File: src/rtl/mips_id_stage_pipe.sv
// MIPS instruction-decode stage: register file with write-back bypass, main
// control decode, sign extension, load-use stall and an ID/EX register with valid/ready flow.
module mips_id_stage_pipe #(
  parameter int DATA_W     = 32,
  parameter int REG_ADDR_W = 5,
  parameter int IMM_W      = 16
) (
  input  logic                  clk,
  input  logic                  rst,
  input  logic                  if_valid,
  input  logic [31:0]           if_pc,
  input  logic [31:0]           if_inst,
  output logic                  id_ready,
  input  logic                  ex_ready,
  output logic                  ex_valid,
  output logic [31:0]           ex_pc,
  output logic [DATA_W-1:0]     ex_rd1,
  output logic [DATA_W-1:0]     ex_rd2,
  output logic [DATA_W-1:0]     ex_imm,
  output logic [REG_ADDR_W-1:0] ex_rs,
  output logic [REG_ADDR_W-1:0] ex_rt,
  output logic [REG_ADDR_W-1:0] ex_dest,
  output logic [6:0]            ex_ctrl,
  input  logic                  wb_we,
  input  logic [REG_ADDR_W-1:0] wb_addr,
  input  logic [DATA_W-1:0]     wb_data
);

  localparam int NREG = 1 << REG_ADDR_W;

  localparam logic [5:0] OP_RTYPE = 6'h00;
  localparam logic [5:0] OP_LW    = 6'h23;
  localparam logic [5:0] OP_SW    = 6'h2B;
  localparam logic [5:0] OP_ADDI  = 6'h08;
  localparam logic [5:0] OP_BEQ   = 6'h04;

  // ctrl bit positions: {regwrite, memread, memwrite, memtoreg, alusrc, branch, illegal}
  localparam int C_REGWRITE = 6;
  localparam int C_MEMREAD  = 5;

  logic [DATA_W-1:0]     r_rf [NREG];

  logic                  r_ex_valid;
  logic [31:0]           r_ex_pc;
  logic [DATA_W-1:0]     r_ex_rd1;
  logic [DATA_W-1:0]     r_ex_rd2;
  logic [DATA_W-1:0]     r_ex_imm;
  logic [REG_ADDR_W-1:0] r_ex_rs;
  logic [REG_ADDR_W-1:0] r_ex_rt;
  logic [REG_ADDR_W-1:0] r_ex_dest;
  logic [6:0]            r_ex_ctrl;

  logic [5:0]            w_op;
  logic [REG_ADDR_W-1:0] w_rs;
  logic [REG_ADDR_W-1:0] w_rt;
  logic [REG_ADDR_W-1:0] w_rd;
  logic [DATA_W-1:0]     w_imm;
  logic [DATA_W-1:0]     w_rd1;
  logic [DATA_W-1:0]     w_rd2;
  logic                  w_wb_hit;
  logic [6:0]            w_ctrl;
  logic [REG_ADDR_W-1:0] w_dest;
  logic                  w_uses_rt;
  logic                  w_stall;
  logic                  w_advance;

  assign w_op  = if_inst[31:26];
  assign w_rs  = if_inst[21 +: REG_ADDR_W];
  assign w_rt  = if_inst[16 +: REG_ADDR_W];
  assign w_rd  = if_inst[11 +: REG_ADDR_W];
  assign w_imm = {{(DATA_W-IMM_W){if_inst[IMM_W-1]}}, if_inst[IMM_W-1:0]};

  always_ff @(posedge clk or negedge rst) begin
    if (!rst) begin
      for (int i = 0; i < NREG; i++) r_rf[i] <= '0;
    end else if (wb_we && wb_addr != '0) begin
      r_rf[wb_addr] <= wb_data;
    end
  end

  // Write-back data is forwarded so an instruction reading a register in the
  // same cycle it is written sees the new value.
  assign w_wb_hit = wb_we && (wb_addr != '0);
  assign w_rd1 = (w_rs == '0) ? '0 :
                 (w_wb_hit && wb_addr == w_rs) ? wb_data : r_rf[w_rs];
  assign w_rd2 = (w_rt == '0) ? '0 :
                 (w_wb_hit && wb_addr == w_rt) ? wb_data : r_rf[w_rt];

  always_comb begin
    w_ctrl    = 7'b0;
    w_dest    = '0;
    w_uses_rt = 1'b0;
    case (w_op)
      OP_RTYPE: begin
        w_ctrl    = 7'b1000000;
        w_dest    = w_rd;
        w_uses_rt = 1'b1;
      end
      OP_LW: begin
        w_ctrl = 7'b1101100;
        w_dest = w_rt;
      end
      OP_SW: begin
        w_ctrl    = 7'b0010100;
        w_uses_rt = 1'b1;
      end
      OP_ADDI: begin
        w_ctrl = 7'b1000100;
        w_dest = w_rt;
      end
      OP_BEQ: begin
        w_ctrl    = 7'b0000010;
        w_uses_rt = 1'b1;
      end
      default: w_ctrl = 7'b0000001;
    endcase
    if (w_dest == '0) w_ctrl[C_REGWRITE] = 1'b0;
  end

  assign w_stall = r_ex_valid && r_ex_ctrl[C_MEMREAD] && (r_ex_dest != '0) && if_valid &&
                   ((r_ex_dest == w_rs) || (w_uses_rt && r_ex_dest == w_rt));

  assign w_advance = ~r_ex_valid | ex_ready;
  assign id_ready  = w_advance & ~w_stall;

  always_ff @(posedge clk or negedge rst) begin
    if (!rst) begin
      r_ex_valid <= 1'b0;
      r_ex_pc    <= '0;
      r_ex_rd1   <= '0;
      r_ex_rd2   <= '0;
      r_ex_imm   <= '0;
      r_ex_rs    <= '0;
      r_ex_rt    <= '0;
      r_ex_dest  <= '0;
      r_ex_ctrl  <= '0;
    end else if (w_advance && w_stall) begin
      r_ex_valid <= 1'b0;
      r_ex_pc    <= '0;
      r_ex_rd1   <= '0;
      r_ex_rd2   <= '0;
      r_ex_imm   <= '0;
      r_ex_rs    <= '0;
      r_ex_rt    <= '0;
      r_ex_dest  <= '0;
      r_ex_ctrl  <= '0;
    end else if (w_advance) begin
      r_ex_valid <= if_valid;
      r_ex_pc    <= if_pc;
      r_ex_rd1   <= w_rd1;
      r_ex_rd2   <= w_rd2;
      r_ex_imm   <= w_imm;
      r_ex_rs    <= w_rs;
      r_ex_rt    <= w_rt;
      r_ex_dest  <= w_dest;
      r_ex_ctrl  <= w_ctrl;
    end
  end

  assign ex_valid = r_ex_valid;
  assign ex_pc    = r_ex_pc;
  assign ex_rd1   = r_ex_rd1;
  assign ex_rd2   = r_ex_rd2;
  assign ex_imm   = r_ex_imm;
  assign ex_rs    = r_ex_rs;
  assign ex_rt    = r_ex_rt;
  assign ex_dest  = r_ex_dest;
  assign ex_ctrl  = r_ex_ctrl;

endmodule

File: config.mk
export PLATFORM = sky130hd
export DESIGN_NAME = mips_id_stage_pipe
export DESIGN_NICKNAME = d
export VERILOG_FILES = /design/src/rtl/mips_id_stage_pipe.sv
export SDC_FILE = /design/constraint.sdc
export NUM_CORES = 2
export LEC_CHECK = 0
export ABC_CLOCK_PERIOD_IN_PS = 3500
export BUFFER_PORTS_ARGS = -buffer_cell sky130_fd_sc_hd__buf_2
export CAP_MARGIN = 15
export CORE_ASPECT_RATIO = 1.2
export CORE_MARGIN = 1.5
export CORE_UTILIZATION = 60
export CTS_BUF_LIST = sky130_fd_sc_hd__clkbuf_16
export DETAILED_ROUTE_END_ITERATION = 8
export GPL_TIMING_DRIVEN = 1
export PLACE_DENSITY_LB_ADDON = 0.3
export SLEW_MARGIN = 5
export SYNTH_ARGS = -nofsm -noshare
export SYNTH_HDL_FRONTEND = slang
export SYNTH_SLANG_ARGS = --single-unit
File: constraint.sdc
create_clock -name clk -period 3.5 [get_ports clk]
set_input_delay 0.175 -clock clk [delete_from_list [all_inputs] [get_ports clk]]
set_output_delay 0.175 -clock clk [all_outputs]
set_load 0.05 [all_outputs]
# [Yosys cells after proc, flatten, opt, wreduce, memory -nomap -nowiden]
# Index checks and enable logic that the tools add are counted.
[word_totals] regBits=1175 in_bits=106 output_inout_bits=152
[op_classes] order_cmp=4 n_eq_ne=8 n_mux=35 n_bitwise=7 n_reduce_logical=20
[ops] operator="bitwise mux 1024 bit" n=1
[ops] operator="two-way mux 32 bit" n=17
[ops] operator="binary-select mux 32 bit (select 5 bit)" n=2
[ops] operator="demux 32 bit (select 5 bit)" n=1
[ops] operator="one-hot mux 7 bit (5 select lines)" n=1
[ops] operator="two-way mux 5 bit" n=6
[ops] operator="== test 5 bit" n=4
[ops] operator="greater-or-equal comparator 6 bit, second input constant" n=3
[ops] operator="inverter 5 -> 6 bit" n=3
[ops] operator="logical NOT 5 bit" n=3
[ops] operator="two-way mux 7 bit" n=2
[ops] operator="== test 6 bit, second input constant" n=2
[ops] operator="logical AND 1 bit" n=10
[ops] operator="one-hot mux 5 bit (2 select lines)" n=1
[ops] operator="nonzero test 5 bit" n=2
[ops] operator="== test 6 x 3 -> 1 bit, second input constant" n=1
[ops] operator="== test 6 x 4 -> 1 bit, second input constant" n=1
[ops] operator="logical NOT 6 bit" n=1
[ops] operator="less-than comparator 6 x 1 -> 1 bit, second input constant" n=1
[ops] operator="two-way mux 1 bit" n=4
[ops] operator="OR reduction 3 bit" n=1
[ops] operator="inverter 1 bit" n=2
[ops] operator="nonzero test 2 bit" n=1
[ops] operator="OR reduction 2 bit" n=1
[ops] operator="other kinds (3)" n=3

# [Logic depth before layout (Yosys ltp)]
[depth] depth_word=8 mapped_depth=10

# [Least setup slack after synthesis]
# Ideal clock, no wire load.
[synth_timing] kind="register to register" startpoint="register r_ex_dest[1] (netlist: ex_dest[1])" endpoint="register r_ex_ctrl[0] (netlist: ex_ctrl[0])" t_arrival_ns=2.788 required_ns=3.432 path_slack_ns=0.643 stages_incl_launch_ff=9 synth_period_minus_slack_ns=2.857 path_cell_list="dfrtp_1 -> or4_1 -> o21ai_2 -> and4b_1 -> buf_6 -> nor2_1 -> clkbuf_1 -> nand3b_1 -> nand2_1"
[synth_between] elab_chain_cells=6
[synth_lines] element="start: declaration" line_no="50" rtl="logic [REG_ADDR_W-1:0] r_ex_dest;"
[synth_lines] element="start signal: assignment" line_no="155" rtl="r_ex_dest <= w_dest;"
[synth_lines] element="== test 5 bit or nonzero test 5 bit (tied branches)" line_no="121, 120"
[synth_lines] element="logical AND 1 bit, on equally long branches" line_no="121, 120"
[synth_lines] element="logical OR 1 bit or logical AND 1 bit (tied branches)" line_no="121, 120"
[synth_lines] element="logical AND 1 bit *" line_no="120" rtl="assign w_stall = r_ex_valid && r_ex_ctrl[C_MEMREAD] && (r_ex_dest != '0) && if_valid &&"
[synth_lines] element="logical AND 1 bit *" line_no="137" rtl="end else if (w_advance && w_stall) begin"
[synth_lines] element="two-way mux 7 bit or nonzero test 2 bit (tied branches)"
[synth_lines] element="end signal: assignment" line_no="156" rtl="r_ex_ctrl <= w_ctrl;"
[synth_lines] element="end: declaration" line_no="51" rtl="logic [6:0] r_ex_ctrl;"
# Mark *: on every way between the ends. The rest lies on a longest branch, timed or not.
# A chain may end at the register's enable or synchronous reset.

# [Worst setup path after layout]
[layout_timing] startpoint="register r_ex_dest[1] (netlist: ex_dest[1])" endpoint="output port id_ready"
[layout_between] elab_chain_cells=6
[layout_lines] element="== test 5 bit or nonzero test 5 bit (tied branches)" line_no="121, 120"
[layout_lines] element="logical AND 1 bit, on equally long branches" line_no="121, 120"
[layout_lines] element="logical OR 1 bit or logical AND 1 bit (tied branches)" line_no="121, 120"
[layout_lines] element="logical AND 1 bit *" line_no="120"
[layout_lines] element="inverter 1 bit *" line_no="124" rtl="assign id_ready = w_advance & ~w_stall;"
[layout_lines] element="AND 1 bit *" line_no="124"
[layout_lines] element="end: declaration" line_no="13" rtl="output logic id_ready,"
# Marked as above.

==> summary.md <==
| Metric | Value |
|---|---|
| DRC viols | 0 |
| Largest net degree at the start of global routing | 113 |
| Post-layout util | 0.686 |
| Worst-path clk slew | 0.06 ns |
| Library cells used by synthesis | 49 |
| Design area | 66600 µm² |
| Resized Gates After CTS | 0 |
| CTS Sinks | 1158 |
| Period utilization | 0.894 |
| Post-route ant nets | 0 |
| Yosys reg bits | 1158 |
| Critical path required time | 3.32 ns |
| Synth area leader | dfrtp_1 |
| Top cell type's share of synthesized area | 0.491 |
| Drt pass-1 iters | 6 |
| Root Buffer | clkbuf_16 |
| P per Cell Area | 565 nW/µm² |
| GRT busiest layer | met2 |
| Gr usage total | 0.383 |
| Met3 usage | 0.0869 |
| Hold Path Origin | if_inst[26] |
| WS Path Type | register to primary output |
| Initial antenna violation count | 18 |
| CTS tree | yes |
| Initial DRC Count | 5103 |
| Starting Density | 0.608 |
| Synth Net Count | 4117 |
| Hold WC Path Type | primary input to register |
| Die area | 100000 µm² |
| Final setup fails | 0 |
| DR vias | 40900 |
| Synth Area per Inst | 14.7 µm² |
| Final Critical Period | 3.13 ns |
| Met2 Use GR | 0.582 |
| Die Ht | 347 µm |
| Yosys warns | 0 |
| Max Cap Viol | 0 |
| Fmax | 319 MHz |
| Nets | 4256 |
| Core area | 97100 µm² |
| Via density | 7.40 |
| First-pass GRT wire length | 279000 µm |
| GR Layer Usage met1 | 0.508 |
| Setup_tns | 0 ns |
| Final Hold Vio Count | 0 |
| Maximum vdd drop | 0.435 mV |
| Worst-margin pin slew | 1.13 ns |
| Vias in the first global route | 41300 |
| Seq/Total Area, Yosys | 0.491 |
| Top cells by area, synth | dfrtp_1 49%, mux2_2 19%, mux4_2 15% |
| CTS buffer count | 113 |
| DP Area | 62500 µm² |
| Clock latency on the worst-skew pair | 0.71 ns |
| Hold_ws | 0.0892 ns |
| Worst Path Buf+Inv | 2 |
| Final Slew Violations | 0 |
| Layout cell share with drive strength beyond 1 | 0.486 |
| IO buf count | 257 |
| Dpl hpwl | 110000 µm |
| Cell family with most CP delay | simple AND/OR/NAND/NOR gates |
| Status | completed |
| Grt total ovfl | 0 |
| Post-synthesis cell count | 4011 |
| H-tree depth | 3 |
| Reg2reg start | ex_dest[1] |
| FP Rows | 125 |
| Relative slew slack | 0.241 |
| I/O pins | 258 |
| Worst path arrival time | 2.96 ns |
| Synthesis-to-finish area growth | 12.8% |
| Die W | 289 µm |
| Critical path startpoint category | register |
| P_leak | 0.0295 µW |
| Clk buf depth | 3 |
| Max incr delay on CP | 0.55 ns |
| Cells along the critical path | or4_1, o21ai_2, and4b_1, buf_4, nor2_4, buf_2 |
| Critical path startpoint | ex_dest[1] |
| RSZ-0062 raised after global routing | no |
| Asr flop ratio synth | 1.00 |
| Main synth FF type | dfrtp_1 |
| CP Capture Type | primary output |
| DR WL/cell | 34.6 µm |
| Routed WL | 191000 µm |
| Max Clock Skew | 0.0207 ns |
| Crit path max-delay cell type | or4_1 |
| Cell area after synthesis | 59100 µm² |
| Post-synth EDFFs | 0 |
| Worst-path fanout max | 14 |
| GPL Wtd Cong | 0.888 |
report_power, final:
group / leakage (µW) / internal, µW / total, µW / switching [µW]
Sequential: 0.0148 / 15800 / 17800 / 1910
Combinational: 0.0129 / 4320 / 8130 / 3810
Clock: 0.00182 / 6480 / 11800 / 5290
Total: 0.0295 / 26600 / 37700 / 11000
final timing paths:
kind	to	slack, ns	cells after the start
max reg2reg	ex_rd1[0]	0.50	7
min reg2reg	r_rf[1007]	0.40	0
min	ex_ctrl[0]	0.09	7
min in group asynchronous	r_rf[699]	0.12	2
max in group asynchronous	r_rf[1012]	2.28	3
max	id_ready	0.37	6
sequential cells by signal, summed over array words and instances (netlist names):
register and cells:
ex_pc 32, ex_dest 5, ex_imm 16, ex_ctrl 6, ex_rt 5, ex_rd1 32
ex_valid 1, ex_rs 5, ex_rd2 32, r_rf 1024
Yosys cell counts, drive strengths merged, types with 5 or more instances:
library cell and n:
a2111oi 30, a211o 12, mux2 1004, a211oi 89, xnor2 9, clkbuf 322, o21ai 14, o22ai 60
xor2 11, a22oi 75, mux4 388, a21oi 62, nor2b 5, nor3 8, mux2i 252, a221o 57
nand2 28, buf 160, nand3 5, o221ai 65, a22o 120, nor2 26, nand3b 7, dfrtp 1158
stage by stage:
| stage | worst slack [ns] | instances | total power (µW) |
|---|---|---|---|
| 6_report | 0.370 | 5526 | 37700 |
| 5_1_grt | 0.241 | 5525 | 39000 |
| 3_5_place_dp | 0.549 | 5242 | 25800 |
| 4_1_cts | 0.376 | 5514 | 37600 |
| 2_1_floorplan | 0.643 | 4011 | 23300 |
| 3_3_place_gp | 0.600 | 5242 | 25400 |
layout make-up:
cell class	count	area [µm²]
Clock buffer	118	2950
Timing Repair Buffer	506	4170
Antenna cell	12	30.0
Tap cell	1270	1590
Clock inverter	91	559
Inverter	3	11.3
Fill cell	6511	30500
Multi-Input combinational cell	2368	28400
Sequential cell	1158	29000
worst reg2reg max path, cell delays in order (launching register included):
cell and delay (ns):
dfrtp_1 0.43, or4_1 0.55, o21ai_2 0.16, o31ai_1 0.10, buf_4 0.18, or4b_4 0.97, a211oi_1 0.37, a221o_1 0.16
cells in the final DEF, fill, tap and decap left out, types with 4 or more instances in the layout:
cell type / synthesis / final
dfrtp_1: 1158 / 1158
mux2_2: 1004 / 1004
mux4_2: 388 / 388
mux2i_1: 252 / 252
buf_2: 64 / 249
buf_4: 20 / 124
a22o_1: 120 / 120
clkbuf_16: 0 / 118
a22oi_1: 75 / 75
a211oi_1: 66 / 66
o221ai_1: 65 / 65
buf_12: 0 / 64
dlygate4sd3_1: 0 / 63
a21oi_1: 62 / 62
o22ai_1: 60 / 60
a221o_1: 57 / 57
clkinv_1: 0 / 35
a2111oi_0: 30 / 30
inv_1: 3 / 27
a211oi_2: 23 / 23
clkinv_2: 0 / 20
nor2_4: 0 / 19
nand2_2: 0 / 17
o21ai_0: 13 / 13
diode_2: 0 / 12
a211o_1: 12 / 12
nand2_1: 28 / 11
xor2_1: 11 / 11
xnor2_1: 9 / 9
nor3_1: 8 / 8
nor2_1: 26 / 7
nand3b_1: 7 / 7
bufinv_16: 0 / 6
nand3_1: 5 / 5
nor2b_4: 0 / 5
nand4_1: 4 / 4
nor3b_1: 4 / 4
cells by family after synthesis:
| family | share of synthesized area |
|---|---|
| muxes | 0.382 |
| DFF | 0.491 |
| and+or+nand+nor | 0.0105 |
| buffers and inverters | 0.0340 |
| xor gates and xnor gates | 0.00297 |
| AOI/OAI and AO/OA | 0.0799 |
layer usage:
metal	vias up	share of wire
li1	15900	-
met1	21500	0.37
met2	2724	0.46
met3	663	0.11
met4	4	0.063
met5	-	0.00012
timing repair:
item                                   CTS  global route
hold buffers                            63             0
endpoints found under the hold margin  129             0
buffers inserted                         0             0
Note: power is estimated with default switching activity, not from simulation.
